[config.mk]
export PLATFORM = sky130hd
export DESIGN_NAME = instruction_fetch_flat
export DESIGN_NICKNAME = d
export VERILOG_FILES = /design/src/rtl/instruction_fetch_if.sv /design/src/rtl/instruction_fetch.sv /design/src/flat_wrapper.sv
export SDC_FILE = /design/constraint.sdc
export NUM_CORES = 1
export LEC_CHECK = 0
export ABC_CLOCK_PERIOD_IN_PS = 2050
export BUFFER_PORTS_ARGS = -buffer_cell sky130_fd_sc_hd__clkbuf_2
export CORE_MARGIN = 2
export CORE_UTILIZATION = 46
export CTS_BUF_LIST = sky130_fd_sc_hd__clkbuf_16
export CTS_CLUSTER_DIAMETER = 200
export DETAILED_ROUTE_END_ITERATION = 10
export PLACE_DENSITY = 0.85
export SETUP_SLACK_MARGIN = 0.5
export SKIP_CTS_REPAIR_TIMING = 1
export SYNTH_ARGS = -nofsm -noshare
export SYNTH_HDL_FRONTEND = slang
export SYNTH_SLANG_ARGS = --single-unit
[constraint.sdc]
create_clock -name clk -period 2.05 [get_ports clk]
set_clock_uncertainty 0.05 [all_clocks]
set_input_delay 0.41 -clock clk [delete_from_list [all_inputs] [get_ports clk]]
set_output_delay 0.41 -clock clk [all_outputs]
set_load 0.01 [all_outputs]
[src/rtl/instruction_fetch_if.sv]
// Bus bundle between the instruction fetch unit, instruction memory and the decoder.
// master = fetch unit, slave = memory/decoder side.
interface instruction_fetch_if #(
  parameter int ADDR_WIDTH = 8,
  parameter int DATA_WIDTH = 8
);
  logic                  mem_req;
  logic [ADDR_WIDTH-1:0] mem_addr;
  logic                  mem_ack;
  logic [DATA_WIDTH-1:0] mem_rdata;
  logic [DATA_WIDTH-1:0] ir;
  logic [ADDR_WIDTH-1:0] ir_pc;
  logic                  ir_valid;
  logic                  ir_ready;

  modport master (
    output mem_req, mem_addr, ir, ir_pc, ir_valid,
    input  mem_ack, mem_rdata, ir_ready
  );

  modport slave (
    input  mem_req, mem_addr, ir, ir_pc, ir_valid,
    output mem_ack, mem_rdata, ir_ready
  );
endinterface

[src/rtl/instruction_fetch.sv]
// Instruction fetch: reads mem[pc] over req/ack, holds the byte for the decoder.
// Define FETCH_TIMEOUT_EN to enable the sticky fetch watchdog (fetch_err).
module instruction_fetch #(
  parameter int ADDR_WIDTH     = 8,
  parameter int DATA_WIDTH     = 8,
  parameter int TIMEOUT_CYCLES = 15
) (
  input  logic                  clk,
  input  logic                  reset,
  input  logic [ADDR_WIDTH-1:0] pc,
  output logic                  pc_enable,
  input  logic                  flush,
  output logic                  fetch_err,
  instruction_fetch_if.master   bus
);

  localparam logic [1:0] IDLE  = 2'd0;
  localparam logic [1:0] REQ   = 2'd1;
  localparam logic [1:0] HOLD  = 2'd2;
  localparam logic [1:0] DRAIN = 2'd3;

  logic [1:0]            state_r;
  logic [1:0]            state_base_s;
  logic [1:0]            state_nxt_s;
  logic [ADDR_WIDTH-1:0] fetch_addr_r;
  logic [ADDR_WIDTH-1:0] ir_pc_r;
  logic [DATA_WIDTH-1:0] ir_r;
  logic                  ir_valid_r;
  logic                  load_addr_s;
  logic                  capture_s;
  logic                  busy_s;
  logic                  timeout_hit_s;

  // Request is decoded from the state register only, so it never glitches on inputs.
  assign busy_s       = (state_r == REQ) || (state_r == DRAIN);
  assign bus.mem_req  = busy_s;
  assign bus.mem_addr = fetch_addr_r;
  assign bus.ir       = ir_r;
  assign bus.ir_pc    = ir_pc_r;
  assign bus.ir_valid = ir_valid_r;
  assign pc_enable    = (state_r == REQ) && bus.mem_ack && !flush;
  assign state_nxt_s  = timeout_hit_s ? IDLE : state_base_s;

  // Next-state decode for the fetch handshake.
  always_comb begin
    state_base_s = state_r;
    load_addr_s  = 1'b0;
    capture_s    = 1'b0;
    case (state_r)
      IDLE: begin
        if (!flush) begin
          state_base_s = REQ;
          load_addr_s  = 1'b1;
        end else begin
          state_base_s = IDLE;
        end
      end
      REQ: begin
        if (bus.mem_ack && !flush) begin
          state_base_s = HOLD;
          capture_s    = 1'b1;
        end else if (bus.mem_ack) begin
          state_base_s = IDLE;
        end else if (flush) begin
          state_base_s = DRAIN;
        end else begin
          state_base_s = REQ;
        end
      end
      DRAIN: begin
        if (bus.mem_ack) begin
          state_base_s = IDLE;
        end else begin
          state_base_s = DRAIN;
        end
      end
      HOLD: begin
        // Flush wins over ir_ready: the held instruction is on the wrong path.
        if (flush) begin
          state_base_s = IDLE;
        end else if (bus.ir_ready) begin
          state_base_s = REQ;
          load_addr_s  = 1'b1;
        end else begin
          state_base_s = HOLD;
        end
      end
      default: begin
        state_base_s = IDLE;
      end
    endcase
  end

  // State, fetch address and instruction register.
  always_ff @(posedge clk or posedge reset) begin
    if (reset) begin
      state_r      <= IDLE;
      fetch_addr_r <= {ADDR_WIDTH{1'b0}};
      ir_r         <= {DATA_WIDTH{1'b0}};
      ir_pc_r      <= {ADDR_WIDTH{1'b0}};
      ir_valid_r   <= 1'b0;
    end else begin
      state_r    <= state_nxt_s;
      ir_valid_r <= (state_nxt_s == HOLD);
      if (load_addr_s) begin
        fetch_addr_r <= pc;
      end
      if (capture_s) begin
        ir_r    <= bus.mem_rdata;
        ir_pc_r <= fetch_addr_r;
      end
    end
  end

`ifdef FETCH_TIMEOUT_EN
  localparam int CNT_W = $clog2(TIMEOUT_CYCLES + 1);

  logic [CNT_W-1:0] tmo_cnt_r;
  logic             fetch_err_r;
  logic             enter_s;

  // Re-entering REQ or moving REQ->DRAIN restarts the wait count.
  assign enter_s       = ((state_nxt_s == REQ) || (state_nxt_s == DRAIN)) && (state_nxt_s != state_r);
  assign timeout_hit_s = busy_s && !bus.mem_ack && (tmo_cnt_r == CNT_W'(TIMEOUT_CYCLES - 1));
  assign fetch_err     = fetch_err_r;

  // Watchdog counter and sticky error flag.
  always_ff @(posedge clk or posedge reset) begin
    if (reset) begin
      tmo_cnt_r   <= {CNT_W{1'b0}};
      fetch_err_r <= 1'b0;
    end else begin
      if (timeout_hit_s) begin
        fetch_err_r <= 1'b1;
      end
      if (enter_s) begin
        tmo_cnt_r <= {CNT_W{1'b0}};
      end else if (busy_s && !bus.mem_ack) begin
        tmo_cnt_r <= tmo_cnt_r + {{(CNT_W-1){1'b0}}, 1'b1};
      end
    end
  end
`else
  assign timeout_hit_s = 1'b0;
  assign fetch_err     = 1'b0;
`endif

endmodule

[src/flat_wrapper.sv]
// flat-port wrapper written by rule: the top's interface ports become plain ports
module instruction_fetch_flat 
#(
  parameter int ADDR_WIDTH     = 8,
  parameter int DATA_WIDTH     = 8,
  parameter int TIMEOUT_CYCLES = 15
)
  (clk, reset, pc, pc_enable, flush, fetch_err, bus_mem_req, bus_mem_addr, bus_ir, bus_ir_pc, bus_ir_valid, bus_mem_ack, bus_mem_rdata, bus_ir_ready);
  instruction_fetch_if #(.ADDR_WIDTH(ADDR_WIDTH), .DATA_WIDTH(DATA_WIDTH)) bus_i ();
  input  logic clk;
  input  logic reset;
  input  logic [ADDR_WIDTH-1:0] pc;
  output logic pc_enable;
  input  logic flush;
  output logic fetch_err;
  output wire logic [$bits(bus_i.mem_req)-1:0] bus_mem_req;
  output wire logic [$bits(bus_i.mem_addr)-1:0] bus_mem_addr;
  output wire logic [$bits(bus_i.ir)-1:0] bus_ir;
  output wire logic [$bits(bus_i.ir_pc)-1:0] bus_ir_pc;
  output wire logic [$bits(bus_i.ir_valid)-1:0] bus_ir_valid;
  input wire logic [$bits(bus_i.mem_ack)-1:0] bus_mem_ack;
  input wire logic [$bits(bus_i.mem_rdata)-1:0] bus_mem_rdata;
  input wire logic [$bits(bus_i.ir_ready)-1:0] bus_ir_ready;
  assign bus_mem_req = bus_i.mem_req;
  assign bus_mem_addr = bus_i.mem_addr;
  assign bus_ir = bus_i.ir;
  assign bus_ir_pc = bus_i.ir_pc;
  assign bus_ir_valid = bus_i.ir_valid;
  assign bus_i.mem_ack = bus_mem_ack;
  assign bus_i.mem_rdata = bus_mem_rdata;
  assign bus_i.ir_ready = bus_ir_ready;
  instruction_fetch #(.ADDR_WIDTH(ADDR_WIDTH), .DATA_WIDTH(DATA_WIDTH), .TIMEOUT_CYCLES(TIMEOUT_CYCLES)) u_core (.clk(clk), .reset(reset), .pc(pc), .pc_enable(pc_enable), .flush(flush), .fetch_err(fetch_err), .bus(bus_i));
endmodule
# After elaboration in Yosys (flattened, before gate mapping)
# Cells that the tools add are included.
# word_totals
register_bits	27
latchBits	0
ramBits	0
romBits	0
input_bits	21
output_inout_bits	28
word_cells	29
n_memories	0
# op_classes
addsub	0
mul	0
div_mod_pow	0
n_lt_le_gt_ge	0
eq_ne	4
shift	0
mux	14
bitwise	0
n_reduce_logical	6
# op_table
cell	n
2-bit 2-to-1 mux	6
2-bit one-hot mux with 4 select lines	1
2-bit equality test (second input constant)	3
1-bit 2-to-1 mux	6
1-bit logical AND	3
2-bit by 1-bit equality test with 1-bit output (second input constant)	1
2-bit logical NOT	1
1-bit one-hot mux with 2 select lines	1
1-bit logical NOT	1
1-bit logical OR	1

# Longest topological paths before layout
# Gate-level depths: netlist of run 1.
# depth
depth_word	5
mapped_depth	5
mapped_depth_nobuf	5

# Least setup slack after synthesis of run 1
# No wires, ideal clock.
# synth_path
path_kind	register to output
startpoint	reg u_core.state_r[0]
endpoint	out pc_enable
arrival_ps	1006
required_ps	1590
setup_slack_ps	584
stages_incl_launch_ff	3
n_path_buf	0
path_cell_list	dfrtp_1 or2b_1 nor3b_1
# synth_via
elab_chain_len	3
# synth_lines
element	line_no	text
start: declaration	instruction_fetch.sv:22	logic [1:0] state_r;
start signal: assignment	instruction_fetch.sv:103	state_r <= state_nxt_s;
2-bit by 1-bit equality test with 1-bit output	instruction_fetch.sv:41	assign pc_enable = (state_r == REQ) && bus.mem_ack && !flush;
1-bit logical AND (2 in a row)	instruction_fetch.sv:41	
end: declaration	flat_wrapper.sv:13	output logic pc_enable;
# No other way between the ends.

# Worst setup path after layout of run 1
# layout_path
startpoint	reg u_core.state_r[1]
endpoint	out pc_enable
# Same word-level chain as after synthesis.

==> impl_metrics.csv, run 1 <==
group,metric,value,unit
drt,routed_wirelength,2220,um
yosys,synth-seq-area-share,58.0,%
cts,htreeDepth,1,
grt,grt_pass1_wl,3280,um
yosys,synth_top_family_by_area,"multiplexers",
die,placeableCoreArea,0.00243,mm^2
drt,avgViaCountPerCell,4.86,
die,dieArea,0.00295,mm^2
yosys,synthAdderAreaFrac,1.07,%
cts,cts-root-buf,"clkbuf_16",
yosys,synth_xor_area_share,0,%
yosys,synth_edf_count,0,
timing,rsz0062_at_grt,"true",
grt,grt_max_degree,28,
yosys,ys.flop_type,"dfrtp_1",
placed_design,port_buffers,47,
critical_path,cp_max_fo,3,
die,die_h,54.3,um
critical_path,critPathCaptureType,"primary output",
yosys,synth_mux_area_share,26.4,%
layout,instances_no_fill,159,
drt,initialDrtViolationCount,0,
die,num_rows,18,
critical_path,required,1.59,ns
worst_hold_path,hold_path_class,"in -> async",
grt,antenna_found_initial,0,
die,die_x,54.3,um
yosys,syn_avg_cell_area,15.5,um^2
drt,drt_first_pass_iters,1,
grt,first_global_vias,764,
drt,ant_nets,0,
yosys,ys_seq_elements,27,
die,pin_count,49,
yosys,synth.most_common_cell,"dfrtp_1",
yosys,netlist_area,0.00116,mm^2
drt,wl_per_cell,14.0,um
power,vdd_drop_max,869,uV
timing,hold_viol,0,
yosys,synthCells,75,
yosys,yosysWarnings,0,
yosys,synth_compound_area_share,3.87,%
cts,cts_tree,"done",
timing,maxSlewViolCount,0,
cts,cts_buffers,3,
timing,finalCritPeriodShare,80.9,%
layout,n_antenna_cell,0,
placed_design,dp_hpwl,1610,um
critical_path,worstSetupPathType,"reg -> out",
yosys,async_reset_ff_share,100,%
power,p_leak,0.813,nW
layout,nets,152,
critical_path,critPathArrivalTime,1.20,ns
flow_run,drv_cap,0,
timing,final.min_clock_period,1.66,ns
timing,finalSetupViolCount,0,
placed_design,place.gp.congestion,0.693,
yosys,synth_area_leader_cell,"dfrtp_1",
drt,vias,773,
grt,grt_overflow,0,
timing,fmax,603,MHz
power,powerDensity,1410,mW/mm^2
run_status,status,"finished, final reports clean",
die,start_util,47.9,%
cts,path_clk_slew,0.06,ns
drt,drc,0,
layout,synthToLayoutAreaGrowth,32.7,%
yosys,yosysTopAreaCellShare,58.0,%
layout,drive_gt1_share,67.4,%
critical_path,critPathLaunchType,"flip-flop",
grt,grtUsageTotal,15.5,%
yosys,synth_top_cells_by_count,"27 x dfrtp_1, 14 x mux2_2, 10 x mux2_4, 2 x inv_1, 2 x or2b_1",
cts,cts.sinks,27,
yosys,netlist_top_cells_area,"dfrtp_1 58%, mux2_2 14%, mux2_4 13%, nand3_4 1.5%, o21ai_4 1.4%",
placed_design,dp_cells,150,
yosys,yosys.area_share.simple,7.30,%
timing,setup_tns,0,ns
cts,max-clock-path-buffers,2,
yosys,synth_cell_types,25,
cts,clk_latency,0.25,ns
yosys,syn_nets,97,
## path summary, 6_finish.rpt
check,from,end,slack (ns),cells after the start
setup reg to reg,u_core.state_r[0]$_DFF_PP0_,u_core.bus.ir[7]$_DFFE_PP0P_,0.56,4
min in group clk,pc[1],u_core.bus.mem_addr[1]$_DFFE_PP0P_,0.33,2
max in group asynchronous,reset,u_core.state_r[0]$_DFF_PP0_,1.55,3
hold reg to reg,u_core.bus.ir[2]$_DFFE_PP0P_,u_core.bus.ir[2]$_DFFE_PP0P_,0.46,1
hold / removal,reset,u_core.bus.ir[6]$_DFFE_PP0P_,0.14,3
setup / recovery,u_core.state_r[1]$_DFF_PP0_,pc_enable,0.39,3
## flip-flops by register name, indices dropped and copies added, names as in the netlist
register and cells:
u_core.bus.ir 8, u_core.state_r 2, u_core.bus.mem_addr 8, u_core.bus.ir_pc 8
u_core.bus.ir_valid 1
## area by class of cell
class,instances,area [um^2]
Clock buffer,3,75.1
Tap cell,30,37.5
Fill cell,192,887
Sequential cell,27,677
Clock inverter,1,5.00
Multi-Input combinational cell,42,459
Timing Repair Buffer,53,280
Inverter,3,11.3
## routing by layer
layer | GRT usage (%) | vias up | part of all wire, %
li1 | - | 366 | -
met1 | 19.9 | 373 | 43
met2 | 27.1 | 34 | 49
met3 | 3.28 | 0 | 8.2
met4 | 2.50 | 0 | 0
met5 | 0 | - | 0
## where the power goes
part           switching [mW]  internal, mW
Sequential              0.145         0.773
Clock                   0.164         0.262
Combinational           0.369         0.472
## worst max-delay path, stage by stage (launching register included)
cell and delay, ns:
dfrtp_1 0.39, or2b_1 0.25, nor3b_2 0.16, buf_2 0.15
## cells by family after synthesis
family	Yosys count
other cells	1
buf+inv	6
simple gates	11
flops	27
mux	24
fa+ha+maj	1
compound gates	5
## layout by cell type (no fill, tap or decap), types with 2 or more instances in the layout
master     instances
clkbuf_16          3
mux2_4            10
clkbuf_2          46
dfrtp_1           26
buf_4              6
or2b_1             2
mux2_2            14
inv_1              2
## metrics by stage
| stage | utilization [%] | power, mW | hold WS, ns | area (um^2) | worst slack, ns |
|---|---|---|---|---|---|
| floorplan | - | 1.40 | 0.413 | 1160 | 0.584 |
| detailed placement | 58.4 | 1.73 | 0.415 | 1420 | 0.433 |
| CTS | 61.7 | 2.16 | 0.145 | 1500 | 0.206 |
| global route | 63.5 | 2.33 | 0.172 | 1550 | 0.348 |
| global placement | 58.4 | 1.69 | 0.407 | 1420 | 0.481 |
| finish | 63.5 | 2.19 | 0.137 | 1550 | 0.392 |
Power figures use the tool's default switching activity.
==> inputs of run 2 (changes only) <==
Settings changed: ABC_CLOCK_PERIOD_IN_PS 2050 to 1500, CORE_UTILIZATION 46 to 42, PLACE_DENSITY 0.85 to 0.82.
Clock period 2.05 ns to 1.5 ns, I/O delays scaled along.
==> impl_metrics.csv, run 2 (same netlist as run 1, synthesis figures left out) <==
group,metric,value,unit
cts,cts-root-buf,"clkbuf_16",
placed_design,port_buffers,47,
cts,cts_tree,"done",
power,vdd_drop_max,1440,uV
critical_path,required,1.15,ns
timing,finalCritPeriodShare,103,%
critical_path,critical_path.startpoint,"u_core.state_r[1]$_DFF_PP0_",
cts,cts.sinks,27,
critical_path,critPathCaptureType,"primary output",
layout,ff_latch_area,678,um^2
die,die_h,56.7,um
grt,gr-usage-met2,23.9,%
layout,nets,174,
run_status,violations,"hold timing, setup timing",
grt,grt-busiest-layer,"met2",
timing,hold_viol,7,
die,placeableCoreArea,0.00269,mm^2
die,pin_count,49,
critical_path,cp_max_fo,3,
layout,multi_input_area,543,um^2
die,die_x,56.7,um
grt,grt_overflow,0,
drt,ant_nets,0,
cts,max-clock-path-buffers,2,
timing,maxSlewViolCount,0,
layout,postLayoutCoreUtil,68.7,%
critical_path,crit_path_max_incr_delay,0.41,ns
power,pwr-share-comb,47.9,%
critical_path,r2r-start,"u_core.state_r[0]$_DFF_PP0_",
drt,drt_first_pass_iters,2,
cts,path_clk_slew,0.06,ns
worst_hold_path,hold_path_class,"in -> async",
drt,vias,870,
power,clkPwrFrac,16.4,%
timing,fmax,645,MHz
layout,n_antenna_cell,0,
layout,synthToLayoutAreaGrowth,58.5,%
cts,clk_latency,0.25,ns
grt,use_met1,18.4,%
layout,num-fill-cells,198,
power,switchingPower,1.03,mW
cts,htreeDepth,1,
die,start_util,43.4,%
grt,met3_usage,3.69,%
power,powerDensity,1900,mW/mm^2
timing,final.min_clock_period,1.55,ns
layout,drive_gt1_share,74.8,%
power,p_leak,1.01,nW
grt,grt_max_degree,21,
critical_path,critPathLaunchType,"flip-flop",
power,internal_power,2.48,mW
placed_design,place_ws,0.0534,ns
timing,setup_ws,-0.0504,ns
power,switching_share,29.4,%
critical_path,crit_path_top_delay_cell,"dfrtp_2",
layout,layout_common_cells,"25 x buf_2, 25 x dfrtp_1, 24 x mux2_4, 22 x buf_4, 21 x clkbuf_2",
placed_design,dp_hpwl,1670,um
timing,hold_ws,-0.0658,ns
drt,routed_wirelength,2640,um
run_status,status,"finished, violations left",
drt,drc,0,
placed_design,place.gp.congestion,0.670,
grt,antenna_found_initial,0,
timing,finalSetupViolCount,1,
grt,first_global_vias,796,
grt,grt_pass1_wl,3540,um
grt,grtUsageTotal,14.5,%
critical_path,critPathArrivalTime,1.20,ns
die,dieArea,0.00321,mm^2
flow_run,drv_cap,0,
drt,wl_per_cell,14.5,um
cts,cts_buffers,3,
die,num_rows,19,
critical_path,worstSetupPathType,"reg -> out",
drt,avgViaCountPerCell,4.78,
power,seqPwrFrac,35.7,%
drt,initialDrtViolationCount,10,
placed_design,dp_cells,152,
critical_path,reg2reg_depth,5,
critical_path,r2r-end,"u_core.bus.ir_valid$_DFF_PP0_",
power,power.total,3.51,mW
layout,instances_no_fill,182,
timing,rsz0062_at_grt,"true",
critical_path,reg2reg_slack,0,ns
critical_path,worstPathCellList,"or2b_1 > nor3b_2 > buf_2",
run 2: cell count changes in the layout (fill, tap and decap cells not counted), moves of 2 or more:
cell / before / now
clkbuf_2: 46 / 21
buf_2: 1 / 25
buf_4: 6 / 22
mux2_2: 14 / 0
mux2_4: 10 / 24
buf_6: 0 / 3
buf_12: 0 / 2
run 2: metrics by stage:
step,TNS (ns),hold WS [ns],area [um^2]
global route,-0.165,-0.0487,1850
global placement,0,0.194,1470
finish,-0.0504,-0.0658,1850
CTS,-0.180,-0.0604,1550
floorplan,0,0.303,1200
detailed placement,0,0.208,1470
run 2: worst max path at each step:
stage | to | slack [ns]
floorplan | pc_enable | 0.25
global placement | u_core.bus.ir_pc[0]$_DFFE_PP0P_ | 0.09
detailed placement | u_core.bus.ir[4]$_DFFE_PP0P_ | 0.05
CTS | pc_enable | -0.18
global route | pc_enable | -0.12
finish | pc_enable | -0.05
run 2: power groups by stage:
stage	registers, mW	logic [mW]	clock network [mW]
after floorplan	1.40	0.559	0
after global placement	1.27	1.09	0
after detailed placement	1.29	1.12	0
after CTS	1.28	1.13	0.588
after global routing	1.28	1.80	0.631
final	1.25	1.68	0.576
run 2: cell type report:
class | count | area share, %
inverter | 3 | 0.745
clock buffer | 3 | 4.07
multi-input combinational | 43 | 29.4
clock inverter | 1 | 0.203
tap | 31 | 2.10
timing repair buffer | 74 | 26.8
sequential | 27 | 36.7
run 2: per-layer routing:
metal  wire (um)  share of wire [%]
met1        1080                 41
met2        1360                 51
met3         177                6.7
met4          23               0.87
met5           0                  0
run 2: worst max-delay path, delay by kind of cell, from the launching register on:
kind / cells / cell delay [ns]
buffers and inverters: 1 / 0.14
flip-flops: 1 / 0.41
AND/OR/NAND/NOR: 2 / 0.39
==> inputs of run 3 (changes only) <==
Settings changed: ABC_CLOCK_PERIOD_IN_PS 1500 to not set, CORE_UTILIZATION 42 to 35, PLACE_DENSITY 0.82 to 0.72.
==> impl_metrics.csv, run 3 (same netlist as run 1, synthesis figures left out) <==
group,metric,value,unit
critical_path,crit_family,"simple AND/OR/NAND/NOR gates",
grt,grtUsageTotal,11.7,%
critical_path,critPathLaunchType,"flip-flop",
grt,grt_max_degree,21,
power,switchingPower,1.01,mW
drt,drt_first_pass_iters,3,
layout,mostFrequentLayoutCell,"dfrtp_1",
grt,antenna_found_initial,0,
die,pin_count,49,
placed_design,port_buffers,47,
critical_path,critPathBufInv,1,
cts,htreeDepth,1,
drt,avgViaCountPerCell,4.34,
critical_path,crit_path_top_delay_cell,"dfrtp_1",
timing,rsz0062_at_grt,"true",
layout,n_antenna_cell,0,
die,placeableCoreArea,0.00310,mm^2
timing,hold_ws,-0.0741,ns
power,pwr-share-comb,46.8,%
power,p_leak,0.972,nW
timing,finalSetupViolCount,1,
layout,layout_common_cells,"26 x dfrtp_1, 21 x buf_2, 20 x clkbuf_2, 18 x mux2_4, 18 x buf_4",
critical_path,r2r-start,"u_core.state_r[1]$_DFF_PP0_",
timing,maxSlewViolCount,0,
cts,cts.sinks,27,
drt,vias,825,
run_status,status,"finished, violations left",
timing,hold_viol,7,
timing,fmax,637,MHz
critical_path,critPathArrivalTime,1.22,ns
power,powerDensity,1880,mW/mm^2
cts,cts-root-buf,"clkbuf_16",
layout,postLayoutCoreUtil,59.3,%
cts,path_clk_slew,0.06,ns
power,vdd_drop_max,636,uV
die,num_rows,20,
grt,first_global_vias,690,
critical_path,cp_max_fo,4,
worst_hold_path,hold_path_class,"in -> async",
drt,initialDrtViolationCount,14,
critical_path,crit_path_max_incr_delay,0.41,ns
timing,finalCritPeriodShare,105,%
drt,routed_wirelength,2450,um
timing,final.min_clock_period,1.57,ns
critical_path,worstPathCellList,"or2b_1 > nor3b_2 > buf_2",
layout,design_area,0.00184,mm^2
flow_run,drv_cap,0,
die,dieArea,0.00381,mm^2
die,die_h,61.7,um
drt,drc,0,
drt,wl_per_cell,12.9,um
timing,setup_ws,-0.0694,ns
cts,clk_latency,0.26,ns
die,start_util,37.5,%
placed_design,place.gp.congestion,0.651,
timing,setup_tns,-0.0694,ns
placed_design,dp_hpwl,1580,um
layout,synthToLayoutAreaGrowth,57.9,%
placed_design,place_ws,0.0210,ns
cts,cts_tree,"done",
critical_path,worstSetupPathType,"reg -> out",
critical_path,required,1.15,ns
die,die_x,61.7,um
cts,cts_buffers,3,
cts,max-clock-path-buffers,2,
grt,grt_pass1_wl,3130,um
run_status,violations,"hold timing, setup timing",
placed_design,place_area,0.00148,mm^2
drt,ant_nets,0,
critical_path,critPathCaptureType,"primary output",
power,switching_share,29.3,%
critical_path,critical_path.startpoint,"u_core.state_r[1]$_DFF_PP0_",
power,seqPwrFrac,36.4,%
power,clkPwrFrac,16.8,%
power,internal_power,2.45,mW
grt,grt_overflow,0,
layout,drive_gt1_share,74.0,%
layout,nets,169,
layout,num-fill-cells,263,
[run 3: power groups by stage]
stage / logic, mW / clock network, mW / registers (mW)
final: 1.62 / 0.581 / 1.26
after global routing: 1.74 / 0.636 / 1.30
after CTS: 1.12 / 0.595 / 1.28
after detailed placement: 1.11 / 0 / 1.29
after global placement: 1.10 / 0 / 1.27
after floorplan: 0.559 / 0 / 1.40
[run 3: worst paths after layout]
path | depth (start not counted) | slack, ns | endpoint
setup / recovery | 3 | -0.07 | pc_enable
hold / removal | 2 | -0.07 | u_core.bus.ir[5]$_DFFE_PP0P_
setup reg to reg | 5 | 0.08 | u_core.bus.mem_addr[4]$_DFFE_PP0P_
hold reg to reg | 1 | 0.45 | u_core.bus.ir[7]$_DFFE_PP0P_
max in group asynchronous | 3 | 1.05 | u_core.state_r[0]$_DFF_PP0_
min in group clk | 2 | 0.22 | u_core.bus.mem_addr[1]$_DFFE_PP0P_
[run 3: stage by stage]
stage          total power, mW  instances
5_1_grt                   3.68        190
2_1_floorplan             1.96         75
3_3_place_gp              2.37        164
6_report                  3.46        190
4_1_cts                   2.99        168
3_5_place_dp              2.40        164
[run 3: layer usage]
layer	up-vias	global-route usage, %	wire length (um)	share of wire (%)
met5	-	0	0	0
met4	0	5.47	27	1.1
met3	3	3.31	180	7.3
met2	36	18.0	1170	48
met1	386	15.1	1080	44
li1	400	-	-	-
[run 3: layout make-up]
type,instances,area [um^2],area share (%)
Timing Repair Buffer,70,504,27.4
Tap cell,44,55.1,2.99
Sequential cell,27,677,36.8
Clock buffer,3,75.1,4.08
Inverter,3,16.3,0.884
Multi-Input combinational cell,42,508,27.6
Clock inverter,1,3.75,0.204
